--- config.mk ---
export PLATFORM = sky130hd
export DESIGN_NAME = fp16_mul_arbiter_flat
export DESIGN_NICKNAME = d
export VERILOG_FILES = /design/src/rtl/fp16_mul_arbiter_if.sv /design/src/rtl/fp16_mul_arbiter.sv /design/src/flat_wrapper.sv
export SDC_FILE = /design/constraint.sdc
export NUM_CORES = 1
export LEC_CHECK = 0
export BUFFER_PORTS_ARGS = -buffer_cell sky130_fd_sc_hd__buf_2
export CORE_AREA = 3 3 123 125
export CTS_CLUSTER_SIZE = 30
export DETAILED_ROUTE_END_ITERATION = 12
export DIE_AREA = 0 0 126 128
export PLACE_DENSITY_LB_ADDON = 0.2
export SYNTH_ARGS = -nofsm -noshare
export SYNTH_HDL_FRONTEND = slang
export SYNTH_SLANG_ARGS = --single-unit
--- constraint.sdc ---
create_clock -name clk -period 3.4 [get_ports clk]
set_input_delay 0.68 -clock clk [delete_from_list [all_inputs] [get_ports clk]]
set_output_delay 0.68 -clock clk [all_outputs]
set_load 0.01 [all_outputs]
--- src/rtl/fp16_mul_arbiter_if.sv ---
// fp16_mul_arbiter_if: requester, multiplier and response signals.
// master = requesters/multiplier side, slave = arbiter side.
interface fp16_mul_arbiter_if #(
    parameter int N_REQ   = 4,
    parameter int MUL_LAT = 6
);
    localparam int IDW = $clog2(N_REQ);
    localparam int LW  = $clog2(MUL_LAT + 1);

    logic [N_REQ-1:0]    req_valid;
    logic [N_REQ-1:0]    req_ready;
    logic [16*N_REQ-1:0] req_a;
    logic [16*N_REQ-1:0] req_b;
    logic [15:0]         mul_a;
    logic [15:0]         mul_b;
    logic [15:0]         mul_out;
    logic                rsp_valid;
    logic                rsp_ready;
    logic [15:0]         rsp_data;
    logic [IDW-1:0]      rsp_id;
    logic [LW-1:0]       inflight;

    modport master (
        output req_valid, req_a, req_b, mul_out, rsp_ready,
        input  req_ready, mul_a, mul_b, rsp_valid, rsp_data,
        input  rsp_id, inflight
    );

    modport slave (
        input  req_valid, req_a, req_b, mul_out, rsp_ready,
        output req_ready, mul_a, mul_b, rsp_valid, rsp_data,
        output rsp_id, inflight
    );
endinterface

--- src/rtl/fp16_mul_arbiter.sv ---
// fp16_mul_arbiter: shares one pipelined fp16 multiplier among N_REQ
// requesters. Ports: clk, rst (sync, active-high), bus (slave modport:
// req_valid/ready/a/b, mul_a/b/out, rsp_valid/ready/data/id, inflight).
// Define FP16_ARB_RR_EN for round-robin grant; default is fixed priority.
module fp16_mul_arbiter #(
    parameter int N_REQ      = 4,
    parameter int MUL_LAT    = 6,
    parameter int FIFO_DEPTH = 8
) (
    input logic clk,
    input logic rst,
    fp16_mul_arbiter_if.slave bus
);
    localparam int IDW = $clog2(N_REQ);
    localparam int LW  = $clog2(MUL_LAT + 1);
    localparam int PW  = $clog2(FIFO_DEPTH);
    localparam int CW  = $clog2(FIFO_DEPTH + 1);
    localparam int SW  = MUL_LAT * IDW;

    typedef struct packed {
        logic [15:0]    data;
        logic [IDW-1:0] id;
    } rsp_t;

    logic [LW-1:0]               inflight_q;
    logic [CW-1:0]               fifo_cnt;
    logic [PW-1:0]               wr_ptr;
    logic [PW-1:0]               rd_ptr;
    rsp_t                        fifo_mem [FIFO_DEPTH];
    logic [MUL_LAT-1:0]          sh_v;
    logic [MUL_LAT-1:0][IDW-1:0] sh_id;

    logic           credit_ok;
    logic           gnt_found;
    logic           issue;
    logic           push;
    logic           pop;
    logic           rsp_vld;
    logic [IDW-1:0] gnt_id;
    logic [IDW-1:0] start_id;

    // Registered occupancy only: a pop this cycle frees credit next cycle.
    assign credit_ok =
        (int'(fifo_cnt) + int'(inflight_q)) < FIFO_DEPTH;

`ifdef FP16_ARB_RR_EN
    logic [IDW-1:0] rr_ptr;

    always_ff @(posedge clk) begin
        if (rst) begin
            rr_ptr <= IDW'(N_REQ - 1);
        end else if (issue) begin
            rr_ptr <= gnt_id;
        end
    end

    assign start_id = (int'(rr_ptr) == N_REQ - 1) ?
                      '0 : rr_ptr + IDW'(1);
`else
    assign start_id = '0;
`endif

    // Scan from start_id, wrapping at N_REQ; first valid wins.
    always_comb begin
        int             s;
        logic [IDW-1:0] idx;
        gnt_found = 1'b0;
        gnt_id    = '0;
        s         = 0;
        idx       = '0;
        for (int k = 0; k < N_REQ; k++) begin
            s = int'(start_id) + k;
            if (s >= N_REQ) begin
                s = s - N_REQ;
            end
            idx = IDW'(s);
            if (!gnt_found && credit_ok && !rst &&
                bus.req_valid[idx]) begin
                gnt_found = 1'b1;
                gnt_id    = idx;
            end
        end
    end

    assign issue = gnt_found;

    always_comb begin
        bus.req_ready = '0;
        if (gnt_found) begin
            bus.req_ready[gnt_id] = 1'b1;
        end
    end

    assign bus.mul_a = issue ?
        bus.req_a[{gnt_id, 4'b0000} +: 16] : 16'h0000;
    assign bus.mul_b = issue ?
        bus.req_b[{gnt_id, 4'b0000} +: 16] : 16'h0000;

    // Shadow pipeline mirrors the multiplier; the top bit falls off.
    always_ff @(posedge clk) begin
        if (rst) begin
            sh_v       <= '0;
            inflight_q <= '0;
        end else begin
            sh_v       <= MUL_LAT'({sh_v, issue});
            inflight_q <= inflight_q + LW'(issue)
                        - LW'(sh_v[MUL_LAT-1]);
        end
    end

    always_ff @(posedge clk) begin
        sh_id <= SW'({sh_id, gnt_id});
    end

    assign push = sh_v[MUL_LAT-1];
    assign pop  = rsp_vld && bus.rsp_ready;

    always_ff @(posedge clk) begin
        if (rst) begin
            wr_ptr   <= '0;
            rd_ptr   <= '0;
            fifo_cnt <= '0;
        end else begin
            if (push) begin
                wr_ptr <= wr_ptr + PW'(1);
            end
            if (pop) begin
                rd_ptr <= rd_ptr + PW'(1);
            end
            fifo_cnt <= fifo_cnt + CW'(push) - CW'(pop);
        end
    end

    always_ff @(posedge clk) begin
        if (push) begin
            fifo_mem[wr_ptr] <= '{data: bus.mul_out,
                                  id:   sh_id[MUL_LAT-1]};
        end
    end

    assign rsp_vld       = !rst && (fifo_cnt != '0);
    assign bus.rsp_valid = rsp_vld;
    assign bus.rsp_data  = rsp_vld ? fifo_mem[rd_ptr].data : '0;
    assign bus.rsp_id    = rsp_vld ? fifo_mem[rd_ptr].id : '0;
    assign bus.inflight  = rst ? '0 : inflight_q;
endmodule

--- src/flat_wrapper.sv ---
// flat-port wrapper written by rule: the top's interface ports become plain ports
module fp16_mul_arbiter_flat 
#(
    parameter int N_REQ      = 4,
    parameter int MUL_LAT    = 6,
    parameter int FIFO_DEPTH = 8
)
  (clk, rst, bus_req_valid, bus_req_a, bus_req_b, bus_mul_out, bus_rsp_ready, bus_req_ready, bus_mul_a, bus_mul_b, bus_rsp_valid, bus_rsp_data, bus_rsp_id, bus_inflight);
  fp16_mul_arbiter_if #(.N_REQ(N_REQ), .MUL_LAT(MUL_LAT)) bus_i ();
  input logic clk;
  input logic rst;
  input wire logic [$bits(bus_i.req_valid)-1:0] bus_req_valid;
  input wire logic [$bits(bus_i.req_a)-1:0] bus_req_a;
  input wire logic [$bits(bus_i.req_b)-1:0] bus_req_b;
  input wire logic [$bits(bus_i.mul_out)-1:0] bus_mul_out;
  input wire logic [$bits(bus_i.rsp_ready)-1:0] bus_rsp_ready;
  output wire logic [$bits(bus_i.req_ready)-1:0] bus_req_ready;
  output wire logic [$bits(bus_i.mul_a)-1:0] bus_mul_a;
  output wire logic [$bits(bus_i.mul_b)-1:0] bus_mul_b;
  output wire logic [$bits(bus_i.rsp_valid)-1:0] bus_rsp_valid;
  output wire logic [$bits(bus_i.rsp_data)-1:0] bus_rsp_data;
  output wire logic [$bits(bus_i.rsp_id)-1:0] bus_rsp_id;
  output wire logic [$bits(bus_i.inflight)-1:0] bus_inflight;
  assign bus_i.req_valid = bus_req_valid;
  assign bus_i.req_a = bus_req_a;
  assign bus_i.req_b = bus_req_b;
  assign bus_i.mul_out = bus_mul_out;
  assign bus_i.rsp_ready = bus_rsp_ready;
  assign bus_req_ready = bus_i.req_ready;
  assign bus_mul_a = bus_i.mul_a;
  assign bus_mul_b = bus_i.mul_b;
  assign bus_rsp_valid = bus_i.rsp_valid;
  assign bus_rsp_data = bus_i.rsp_data;
  assign bus_rsp_id = bus_i.rsp_id;
  assign bus_inflight = bus_i.inflight;
  fp16_mul_arbiter #(.N_REQ(N_REQ), .MUL_LAT(MUL_LAT), .FIFO_DEPTH(FIFO_DEPTH)) u_core (.clk(clk), .rst(rst), .bus(bus_i));
endmodule
* Word-level counts from Yosys, hierarchy flattened
Memories as Yosys holds them, arrays and structs flattened. A register that Yosys moved wholly into a read port is not among the register bits.
Cells that the tools add are included.
** Cells by class
- $add $sub $neg :: 7
- Multiply operators :: 0
- Div/mod/pow operators :: 0
- Magnitude comparators :: 3
- Equal/unequal tests :: 0
- Shift-type cells :: 2
- Mux-type cells :: 19
- Bitwise logic cells :: 0
- Reductions and logical operators :: 19
** Operators by type and width (count)
- $shiftx 64x7->16 :: 2
- $mux 16 :: 3
- $lt 32x5->1 const B :: 1
- $logic_and 1x1->1 :: 14
- $mux 3 :: 3
- $mux 1 :: 8
- $add 3x1->3 const B :: 2
- $mux 2 :: 3
- $add 4x3->5 :: 1
- $add 4x1->4 :: 1
- $logic_not 1->1 :: 4
- $mux 4 :: 1
- $reduce_bool 4->1 :: 1
- $sub 4x1->4 :: 1
- $add 3x1->3 :: 1
- $lt 2x3->1 const B :: 1
- $sub 3x1->3 :: 1
- $demux 1 s2 :: 1
- $ge 2x1->1 const B :: 1
** Word-level totals
- Flip-flop bits (word level) :: 31
- Latch bits :: 0
- Memory bits (writable) :: 144
- Bits in read-only memories :: 0
- Input bits :: 151
- Output and inout bits :: 58
- Word-level logic and storage cells :: 62
- Memories :: 1
** Memories
- u_core.fifo_mem :: depth 8, width 18, rd ports 1, clocked after memory_dff 1, wr ports 1, RTL line fp16_mul_arbiter.sv:29 : rsp_t fifo_mem [FIFO_DEPTH];

* Depth between registers and ports, before layout
Gate-level depths: netlist (run 1).
- Word-level depth :: 25
- Gate-level depth with buffers :: 11
- Depth with buffers taken out :: 11

* Worst setup path before layout (run 1)
Ideal clock, no wire load.
- Path kind :: input to register
- Start :: in rst
- End :: reg u_core.fifo_cnt[3]
- Library setup time :: 0.121 ns
- Data arrival time :: 2.339 ns
- Data required time :: 3.279 ns
- Path slack :: 0.940 ns
- Cell stages on the path :: 8
- Buffers on the path :: 1
- Path through :: buf_2 > nor3b_2 > ha_1 > inv_1 > ha_1 > a21o_1 > a21oi_1 > mux2_2
** Between the ends
- Word-level cells in the longest chain between the ends :: 4
** Ends and longest elaborated chain
- start, declared :: RTL line flat_wrapper.sv:11 : input logic rst;
- $logic_not 1->1 :: RTL line fp16_mul_arbiter.sv:141 : assign rsp_vld = !rst && (fifo_cnt != '0);
- $logic_and 1x1->1 :: RTL line fp16_mul_arbiter.sv:141
- $logic_and 1x1->1 :: RTL line fp16_mul_arbiter.sv:116 : assign pop = rsp_vld && bus.rsp_ready;
- net u_core.pop :: RTL line fp16_mul_arbiter.sv:37 : logic pop;
- $sub 4x1->4 :: RTL line fp16_mul_arbiter.sv:130 : fifo_cnt <= fifo_cnt + CW'(push) - CW'(pop);
- end signal, assigned :: RTL line fp16_mul_arbiter.sv:130
- end, declared :: RTL line fp16_mul_arbiter.sv:26 : logic [CW-1:0] fifo_cnt;
The timed path passes the listed nets, and every way through them passes these cells.
A chain may end at the register's enable or synchronous reset.

* Worst setup path after layout (run 1)
- Start :: reg u_core.fifo_cnt[1]
- End :: out bus_mul_b[3]
** Between the ends
- Word-level cells in the longest chain between the ends :: 22
- Elaborated cells between the ends (all ways) :: 25
- Those cells by class :: 1 x add/sub; 1 x order compare; 1 x shift; 8 x mux; 14 x reduce/logical
** Ends and longest elaborated chain
- $add 4x3->5 (*) :: RTL line fp16_mul_arbiter.sv:44 : (int'(fifo_cnt) + int'(inflight_q)) < FIFO_DEPTH;
- $lt 32x5->1 (*) :: RTL line fp16_mul_arbiter.sv:44
- $logic_and 1x1->1 (2 in series) :: RTL line fp16_mul_arbiter.sv:77 : if (!gnt_found && credit_ok && !rst &&
- $mux 1 :: RTL line fp16_mul_arbiter.sv:77
- $logic_not 1->1 :: RTL line fp16_mul_arbiter.sv:77
- $logic_and 1x1->1 (3 in series) :: RTL line fp16_mul_arbiter.sv:77
- $mux 1 :: RTL line fp16_mul_arbiter.sv:77
- $logic_not 1->1 :: RTL line fp16_mul_arbiter.sv:77
- $logic_and 1x1->1 (3 in series) :: RTL line fp16_mul_arbiter.sv:77
- $mux 1 :: RTL line fp16_mul_arbiter.sv:77
- $logic_not 1->1 :: RTL line fp16_mul_arbiter.sv:77
- $logic_and 1x1->1 (3 in series) :: RTL line fp16_mul_arbiter.sv:77
- $mux 2 :: RTL line fp16_mul_arbiter.sv:77
- $shiftx 64x7->16 :: RTL line fp16_mul_arbiter.sv:97 : bus.req_b[{gnt_id, 4'b0000} +: 16] : 16'h0000;
- $mux 16 (*) :: RTL line fp16_mul_arbiter.sv:96 : assign bus.mul_b = issue ?
- end, declared :: RTL line flat_wrapper.sv:19 : output wire logic [$bits(bus_i.mul_b)-1:0] bus_mul_b;
Every way passes the cells marked *; elsewhere a longest branch is shown, timed or not.

==> impl_metrics.tcl, run 1 <==
set metrics [dict create \
    hold-path-endpoint "u_core.sh_id[9]" \
    grt_max_degree 41 \
    drt_first_pass_iters 5 \
    rsz0062_at_grt "no" \
    syn_avg_cell_area_um2 15.0 \
    syn_nets 694 \
    synthTopCellsByArea "edfxtp_1, dfxtp_1, mux4_1" \
    cp-start-kind "register" \
    outcome "complete, no violations" \
    synthFlopType "edfxtp_1" \
    layout_commonest_cell "buf_2" \
    maxSlewViolCount 0 \
    max_freq_ghz 0.332 \
    async_flop_share 0 \
    netlist_area_mm2 0.00794 \
    stdcell_area_mm2 0.00982 \
    cap_violations 0 \
    synth.top_cell.area_share 0.545 \
    overflow 0 \
    grt_pass1_vias 5612 \
    finalSetupTns_ns 0 \
    num-nets-final 905 \
    synth_seq_cells 178 \
    ant_nets 0 \
    synth_edf_count 144 \
    synth_fa_ha_area_frac 0.0224 \
    die_area_mm2 0.0161 \
    min_period_over_period 0.886 \
    yosys.area_share.simple 0.0838 \
    grt_usage 0.243 \
    synthXorXnorAreaFrac 0.00551 \
    insertion_delay_ns 0.41 \
    synth_top_family_by_area "multiplexers" \
    cellPowerDensity_mw_per_mm2 587 \
    root_buffer "clkbuf_16" \
    fin_skew_ns 0.00845 \
    yosys_warnings 0 \
    wl_met2_mm 10.4 \
    wl_met1_mm 7.38 \
    ios 209 \
    fp.dieW_um 126 \
    vias_per_cell 5.88 \
    critPathRequiredTime_ns 2.72 \
    routabilityCongestion 0.893 \
    min_path_type "reg -> reg" \
    drc_errors 0 \
    leakage_nw 3.83 \
    cts.clk_slew.worst_paths_ns 0.06 \
    crit_type "reg -> out" \
    period_needed_ns 3.01 \
    hold_depth 0 \
    hold_violations 0 \
    wl_per_cell_um 20.9 \
    regArea_mm2 0.00501 \
    final_cell_mix "buf_2, edfxtp_1, nand2_1" \
    hp-start "u_core.sh_id[7]" \
    worstSetupEndpointType "output pin" \
    grt_first_pass_wirelength_mm 30.0 \
    initialDrtViolationCount 489 \
    io_buffers 208 \
    area_growth_pct 23.7 \
    num_vias 5507 \
    cts_tree "built" \
    cts_inserted_buffers 17 \
    slew_headroom 0.549 \
    ys_seq_area_frac 0.630 \
    start_util 0.568 \
    wirelength_mm 19.6 \
    antenna_found_initial 3 \
    topRoutingLayerUsed "met4" \
    reg2reg_depth 10 \
    r2r_slack_ns 0.87 \
    synth_mux_area_frac 0.117 \
    synth_cells 530 \
    r2r_end "u_core.fifo_cnt[3]" \
    multi_input_area_mm2 0.00269 \
    synth-compound-area-share 0.108 \
    post_cts_buffers 0 \
    die_h_um 128 \
    tightest_slew_ns 0.674 \
    synth.distinct_cells 36 \
    r2r-start "u_core.fifo_cnt[2]" \
    cp_max_fo 25 \
    rows 43 \
    h-tree-depth 4 \
    dpl-instance-area_mm2 0.00920 \
    dpl.hpwl_mm 13.1 \
    ir_drop_mv 0.418 \
    coreArea_mm2 0.0140 \
    fillers 942 \
    setup_viol 0 \
    worstPathArrival_ns 2.33 \
    drive_gt1_frac 0.383 \
    cts.path.max_buffers 2 \
    yosysTopAreaCell "edfxtp_1" \
    wl_met3_mm 1.31 \
    clock-sinks 178 \
]
[repair_timing]
| item | in CTS | in global routing |
|---|---|---|
| endpoints found under the hold margin | 0 | 0 |
| gates resized for setup | 0 | 1 |
| endpoints found under the setup margin | 0 | 17 |
| hold buffers | 0 | 0 |
[routing by layer]
metal,global-route usage,vias to the layer above
li1,-,2498
met1,0.290,2691
met2,0.432,285
met3,0.0504,33
met4,0.101,0
met5,0,-
[critical path, cell delays in order, from the launching register on]
cell,delay (ns)
dfxtp_1,0.40
ha_1,0.32
a31oi_1,0.13
o21ai_4,0.57
buf_4,0.28
a21oi_1,0.06
buf_2,0.15
[report_power, final]
part           internal (mW)  switching [mW]  leakage (nW)
Sequential              2.42          0.0768          1.58
Combinational          0.649           0.643          1.96
Clock                   1.17           0.803         0.292
[synthesized netlist by cell type (3+ instances only)]
master,number
mux4_2,19
ha_1,11
dfxtp_1,34
a22oi_1,32
clkbuf_1,15
nor2_1,22
o21ai_0,3
a21o_1,32
mux2i_1,3
mux4_1,17
nand2b_1,4
nor2b_1,13
buf_2,18
nand2_1,37
xnor2_1,3
nor3_1,4
a22o_1,18
inv_1,14
a21oi_1,35
edfxtp_1,144
nand3b_1,31
[how the worst max path moves through the flow]
stage	startpoint	end	slack, ns	depth (start not counted)
after floorplan	rst	u_core.fifo_cnt[3]	0.94	8
after global placement	rst	u_core.fifo_cnt[3]	0.62	9
after detailed placement	rst	u_core.fifo_cnt[3]	0.57	9
after CTS	u_core.fifo_cnt[1]	bus_mul_b[3]	0.10	6
after global routing	u_core.fifo_cnt[1]	bus_mul_b[8]	0.27	6
final	u_core.fifo_cnt[1]	bus_mul_b[3]	0.39	6
[flip-flops by register name, summed over array words and instances (netlist names), named ones only]
register           count
u_core.fifo_cnt        4
u_core.sh_v            6
u_core.inflight_q      3
u_core.wr_ptr          3
u_core.sh_id          12
u_core.rd_ptr          3
u_core.fifo_mem      144
[cell families (layout without fill, tap and decap cells)]
| kind of cell | count (synthesis) | count (layout) |
|---|---|---|
| XOR/XNOR | 5 | 5 |
| multiplexers | 41 | 41 |
| buffers and inverters | 52 | 276 |
| other | 0 | 3 |
| AND/OR/NAND/NOR | 117 | 117 |
| flip-flops | 178 | 178 |
| adder cells (fa/ha/maj) | 13 | 13 |
| AO/OA/AOI/OAI | 124 | 124 |
[metrics by stage]
stage	hold WS (ns)	power (mW)	utilization	setup WS [ns]	cells
4_1_cts	0.327	5.80	0.701	0.102	934
3_3_place_gp	0.311	3.79	0.658	0.618	902
5_1_grt	0.332	6.00	0.702	0.271	937
6_report	0.326	5.76	0.702	0.389	937
2_1_floorplan	0.310	3.42	-	0.940	530
3_5_place_dp	0.312	3.82	0.658	0.572	902
[layout make-up]
class	count	area share
Clock buffer	18	0.0437
Clock inverter	14	0.0181
Tap cell	180	0.0229
Inverter	14	0.00535
Multi-Input combinational cell	300	0.274
Sequential cell	178	0.510
Antenna cell	3	0.000764
Timing Repair Buffer	230	0.125
Note: power is estimated with default switching activity, not from simulation.
==> inputs of run 2 (changes only) <==
--- a/config.mk
+++ b/config.mk
@@ -11,6 +11,7 @@
 export DETAILED_ROUTE_END_ITERATION = 12
 export DIE_AREA = 0 0 126 128
 export PLACE_DENSITY_LB_ADDON = 0.2
+export RECOVER_POWER = 50
 export SYNTH_ARGS = -nofsm -noshare
 export SYNTH_HDL_FRONTEND = slang
 export SYNTH_SLANG_ARGS = --single-unit
==> run 2 against run 1 <==
  * Core utilization shrank 0.32 points
  * Critical path depth is the same
  * Sequential share of layout area is 0.23 points higher
  * Highest routed layer unchanged
  * Maximum frequency about the same
  * Hold slack hardly changed
  * Non-clock buffer count is the same
  * Worst setup slack got worse by 0.0025 ns
==> impl_metrics.tcl, run 2 (same netlist as run 1, synthesis figures left out) <==
set metrics [dict create \
    outcome "complete, no violations" \
    hold_slack_ns 0.327 \
    r2r_slack_ns 0.63 \
    swShare 0.265 \
    hp-start "u_core.sh_id[7]" \
    wl_per_cell_um 20.9 \
    h-tree-depth 4 \
    num_vias 5500 \
    cts_tree "built" \
    start_util 0.568 \
    routabilityCongestion 0.893 \
    fin_skew_ns 0.00914 \
    cts_inserted_buffers 17 \
    crit_type "reg -> out" \
    cellPowerDensity_mw_per_mm2 589 \
    grt_max_degree 41 \
    grt_use_met2 0.432 \
    area_growth_pct 23.1 \
    die_h_um 128 \
    maxSlewViolCount 0 \
    num-nets-final 905 \
    die_area_mm2 0.0161 \
    globalRouteMet3Util 0.0504 \
    layout_commonest_cell "buf_2" \
    insertion_delay_ns 0.42 \
    reg2reg_depth 10 \
    cellInternalPower_mw 4.23 \
    top_regs "u_core.fifo_mem: 144 flops, u_core.sh_id: 12 flops, u_core.sh_v: 6 flops" \
    min_period_over_period 0.886 \
    period_needed_ns 3.01 \
    antenna_found_initial 2 \
    cts.path.max_buffers 2 \
    combPwrFrac 0.223 \
    ir_drop_mv 0.436 \
    drt_first_pass_iters 5 \
    wirelength_mm 19.6 \
    cp-start-kind "register" \
    grt_usage 0.243 \
    cp-endpoint "bus_mul_b[3]" \
    switchingPower_mw 1.53 \
    clock-sinks 178 \
    preCtsSetupSlack_ns 0.572 \
    io_buffers 208 \
    clkPwrFrac 0.343 \
    grt_pass1_vias 5612 \
    fp.dieW_um 126 \
    leakage_nw 3.76 \
    dpl.hpwl_mm 13.1 \
    r2r_end "u_core.fifo_cnt[3]" \
    finalWorstSetupSlack_ns 0.387 \
    cp_max_fo 25 \
    top_register "u_core.fifo_mem" \
    vias_per_cell 5.88 \
    overflow 0 \
    worstPathArrival_ns 2.33 \
    busiest_layer "met2" \
    critPathRequiredTime_ns 2.72 \
    worstSetupEndpointType "output pin" \
    root_buffer "clkbuf_16" \
    initialDrtViolationCount 491 \
    cap_violations 0 \
    crit_start "u_core.fifo_cnt[1]" \
    cts.clk_slew.worst_paths_ns 0.06 \
    min_path_type "reg -> reg" \
    grtUsageMet1 0.290 \
    hold_violations 0 \
    final_cell_mix "buf_2, edfxtp_1, nand2_1" \
    r2r-start "u_core.fifo_cnt[2]" \
    post_cts_buffers 0 \
    drc_errors 0 \
    slew_headroom 0.0873 \
    ios 209 \
    grt_first_pass_wirelength_mm 30.0 \
    finalSetupTns_ns 0 \
    max_freq_ghz 0.332 \
    drive_gt1_frac 0.354 \
    rsz0062_at_grt "no" \
    coreArea_mm2 0.0140 \
    rows 43 \
    setup_viol 0 \
    largest_reg_flops 144 \
    ant_nets 0 \
    seq_power_share 0.434 \
    tightest_slew_ns 1.37 \
]
==> run 2: changes by cell type in the layout (fill, tap and decap cells not counted), sizes merged <==
cell    delta
buf       -20
clkbuf    +20
diode      -1
==> run 2: worst min-delay path by stage <==
stage / end / slack [ns] / cells past startpoint
3_3_place_gp: u_core.sh_id[6] / 0.31 / 0
4_1_cts: u_core.sh_id[6] / 0.33 / 0
5_1_grt: u_core.sh_id[2] / 0.33 / 0
2_1_floorplan: u_core.sh_id[10] / 0.31 / 0
3_5_place_dp: u_core.sh_id[6] / 0.31 / 0
6_report: u_core.sh_id[9] / 0.33 / 0
==> run 2: worst max-delay path, cell delays in order, from the launching register on <==
cell,delay [ns]
dfxtp_1,0.40
ha_1,0.32
a31oi_1,0.13
o21ai_4,0.56
buf_4,0.29
a21oi_1,0.06
buf_2,0.15
==> run 2: per-stage QoR <==
stage	area [µm²]	utilization	total power, mW	std cells
floorplan	7940	-	3.42	530
global placement	9200	0.658	3.79	902
detailed placement	9200	0.658	3.82	902
CTS	9810	0.701	5.80	934
global route	9780	0.699	5.99	936
finish	9780	0.699	5.76	936
==> run 2: cell type report <==
| cell class | count | area [µm²] |
|---|---|---|
| Inverter | 14 | 52.6 |
| Fill cell | 961 | 4210 |
| Clock buffer | 18 | 429 |
| Multi-Input combinational cell | 300 | 2680 |
| Timing Repair Buffer | 230 | 1200 |
| Sequential cell | 178 | 5010 |
| Clock inverter | 14 | 178 |
| Antenna cell | 2 | 5.00 |
| Tap cell | 180 | 225 |
==> run 2: per-layer routing <==
| layer | vias to the layer above | wire, µm |
|---|---|---|
| li1 | 2501 | - |
| met5 | - | 0 |
| met1 | 2710 | 7500 |
| met3 | 32 | 1160 |
| met4 | 0 | 466 |
| met2 | 257 | 10500 |
==> run 2: timing repair <==
action	CTS	global route
gates resized for setup	0	1
endpoints found under the setup margin	0	17
hold endpoints to repair	0	0
hold buffers	0	0
==> run 2: power groups by stage <==
stage | clock (mW) | combinational, mW | sequential, mW
global route | 2.08 | 1.40 | 2.51
floorplan | 0 | 0.923 | 2.50
detailed placement | 0 | 1.28 | 2.54
finish | 1.98 | 1.29 | 2.50
CTS | 2.00 | 1.30 | 2.50
global placement | 0 | 1.25 | 2.54
==> inputs of run 3 (changes only) <==
--- a/config.mk
+++ b/config.mk
@@ -5,11 +5,12 @@
 export SDC_FILE = /design/constraint.sdc
 export NUM_CORES = 1
 export LEC_CHECK = 0
+export ABC_AREA = 1
 export BUFFER_PORTS_ARGS = -buffer_cell sky130_fd_sc_hd__buf_2
-export CORE_AREA = 3 3 123 125
+export CORE_AREA = 3 3 124 126
 export CTS_CLUSTER_SIZE = 30
 export DETAILED_ROUTE_END_ITERATION = 12
-export DIE_AREA = 0 0 126 128
+export DIE_AREA = 0 0 127 129
 export PLACE_DENSITY_LB_ADDON = 0.2
 export RECOVER_POWER = 50
 export SYNTH_ARGS = -nofsm -noshare
==> run 3 against run 2 <==
  * Core utilization shrank 1.6 points
  * Maximum frequency down 1.2%
  * Register-to-register slack better by 0.43 ns
  * Clock power is 7% lower
  * Sequential share of layout area decreased by 0.35 points
  * Hold slack about the same
  * Synthesized cell count rose by 53%
  * Clock skew up 0.0012 ns
  * Critical path type unchanged
  * Largest power group unchanged
==> impl_metrics.tcl, run 3 <==
set metrics [dict create \
    synth_seq_cells 178 \
    synth.top_cell.area_share 0.535 \
    synthFlopType "edfxtp_1" \
    syn_nets 974 \
    synthTopCellsByArea "edfxtp_1, nor2_1, dfxtp_1" \
    netlist_area_mm2 0.00809 \
    area_growth_pct 21.8 \
    dpl.hpwl_mm 14.8 \
    fp.dieW_um 127 \
    h-tree-depth 4 \
    top_register "u_core.fifo_mem" \
    synth_most_common_cell "nor2_1" \
    hold_buffers 0 \
    final_cell_mix "nor2_1, buf_2, edfxtp_1" \
    drc_errors 0 \
    finalSetupTns_ns 0 \
    swShare 0.282 \
    worstPathArrival_ns 2.37 \
    overflow 0 \
    min_period_over_period 0.897 \
    rsz0062_at_grt "no" \
    cts_inserted_buffers 17 \
    period_needed_ns 3.05 \
    vias_per_cell 5.52 \
    worstSetupEndpointType "output pin" \
    cellPowerDensity_mw_per_mm2 558 \
    yosys.area_share.simple 0.199 \
    cts.clk_slew.worst_paths_ns 0.06 \
    fillers 1136 \
    regArea_mm2 0.00501 \
    layout_commonest_cell "nor2_1" \
    ctsResizeCount 0 \
    coreArea_mm2 0.0144 \
    die_area_mm2 0.0164 \
    cp-start-kind "register" \
    leakage_nw 4.06 \
    slew_headroom 0.431 \
    yosys_warnings 0 \
    tightest_slew_ns 0.851 \
    outcome "complete, no violations" \
    ios 209 \
    fin_skew_ns 0.0104 \
    syn_avg_cell_area_um2 9.98 \
    synth_fa_ha_area_frac 0.0220 \
    cellInternalPower_mw 3.95 \
    cts_tree "built" \
    rows 44 \
    synth_cells 810 \
    critPathRequiredTime_ns 2.72 \
    cp_max_fo 31 \
    synth.distinct_cells 36 \
    top_regs "u_core.fifo_mem: 144 flops, u_core.sh_id: 12 flops, u_core.sh_v: 6 flops" \
    async_flop_share 0 \
    root_buffer "clkbuf_16" \
    maxSlewViolCount 0 \
    largest_reg_flops 144 \
    min_path_type "reg -> reg" \
    wirelength_mm 21.6 \
    drive_gt1_frac 0.259 \
    cap_violations 0 \
    ys_top_cells_by_count "nor2_1, edfxtp_1, nand2_1, o21ai_0, inv_1" \
    ys_seq_area_frac 0.619 \
    start_util 0.561 \
    hold_violations 0 \
    synth_edf_count 144 \
    max_freq_ghz 0.328 \
    combPwrFrac 0.218 \
    crit_type "reg -> out" \
    io_buffers 208 \
    grt_usage 0.262 \
    num-nets-final 1178 \
    synthXorXnorAreaFrac 0.00217 \
    ir_drop_mv 0.446 \
    grt_first_pass_wirelength_mm 32.9 \
    die_h_um 129 \
    grt_pass1_vias 6516 \
    cts.path.max_buffers 2 \
    post_cts_buffers 0 \
    multi_input_area_mm2 0.00262 \
    initialDrtViolationCount 657 \
    ant_nets 0 \
    synth-compound-area-share 0.100 \
    yosysTopAreaCell "edfxtp_1" \
    setup_viol 0 \
    clock-sinks 178 \
    wl_per_cell_um 17.8 \
    insertion_delay_ns 0.42 \
    switchingPower_mw 1.55 \
    antenna_found_initial 4 \
    num_vias 6701 \
    clkPwrFrac 0.336 \
    seq_power_share 0.446 \
    final_util 0.683 \
    grt_max_degree 73 \
    drt_first_pass_iters 5 \
    synth_mux_area_frac 0 \
    routabilityCongestion 0.941 \
    synth_top_family_by_area "simple AND/OR/NAND/NOR gates" \
]
-- run 3: changes by cell type after synthesis, sizes merged, moves of 19 or more --
cell	before	now
mux4	36	0
nand2	37	102
a22oi	32	0
nand3b	31	0
o21ai	4	93
nor2	22	202
inv	14	54
a21o	32	0
nand3	0	19
nand4	0	47
-- run 3: logic make-up after synthesis --
logic type               Yosys count
AND/OR/NAND/NOR                  377
flip-flops                       178
AO/OA/AOI/OAI                    138
buffers and inverters            102
adder cells (fa/ha/maj)           13
XOR/XNOR                           2
-- run 3: worst max-delay path, stage by stage (launching register included) --
cell     delay [ns]
dfxtp_1        0.45
ha_1           0.27
nand3_1        0.08
nand2_1        0.10
nand2_1        0.13
nand3_2        0.09
buf_4          0.24
nor2_1         0.16
nor2_1         0.07
a21oi_1        0.18
buf_2          0.17
-- run 3: final timing paths --
check | cells past startpoint | to | slack, ns | from
max | 10 | bus_mul_b[1] | 0.35 | u_core.fifo_cnt[1]
min | 0 | u_core.sh_id[10] | 0.33 | u_core.sh_id[8]
max reg2reg | 10 | u_core.inflight_q[2] | 1.06 | u_core.fifo_cnt[1]
min reg2reg | 0 | u_core.sh_id[10] | 0.33 | u_core.sh_id[8]
-- run 3: metal layers --
metal,part of all wire,track usage
met5,0,0
met4,0.035,0.126
met3,0.056,0.0403
met2,0.54,0.480
met1,0.37,0.300
-- run 3: power by group through the flow --
stage	registers [mW]	logic, mW	clock network [mW]
5_1_grt	2.46	1.34	1.97
6_report	2.45	1.20	1.84
3_3_place_gp	2.50	1.17	0
3_5_place_dp	2.50	1.20	0
4_1_cts	2.45	1.21	1.87
2_1_floorplan	2.48	0.761	0
-- run 3: area by class of cell --
class	instances	area share
inverter	55	0.0211
antenna	4	0.00102
timing repair buffer	232	0.121
sequential	178	0.509
multi-input combinational	530	0.266
clock inverter	6	0.00407
clock buffer	26	0.0544
tap	184	0.0234
-- run 3: stage by stage --
step                cell area (µm²)  hold slack (ns)  cells  setup slack [ns]  total power [mW]
floorplan                      8090            0.310    810             0.957              3.24
global placement               9300            0.310   1179             0.626              3.67
detailed placement             9300            0.312   1179             0.611              3.70
CTS                            9880            0.326   1211             0.350              5.53
global route                   9850            0.333   1215             0.199              5.77
finish                         9850            0.326   1215             0.350              5.50
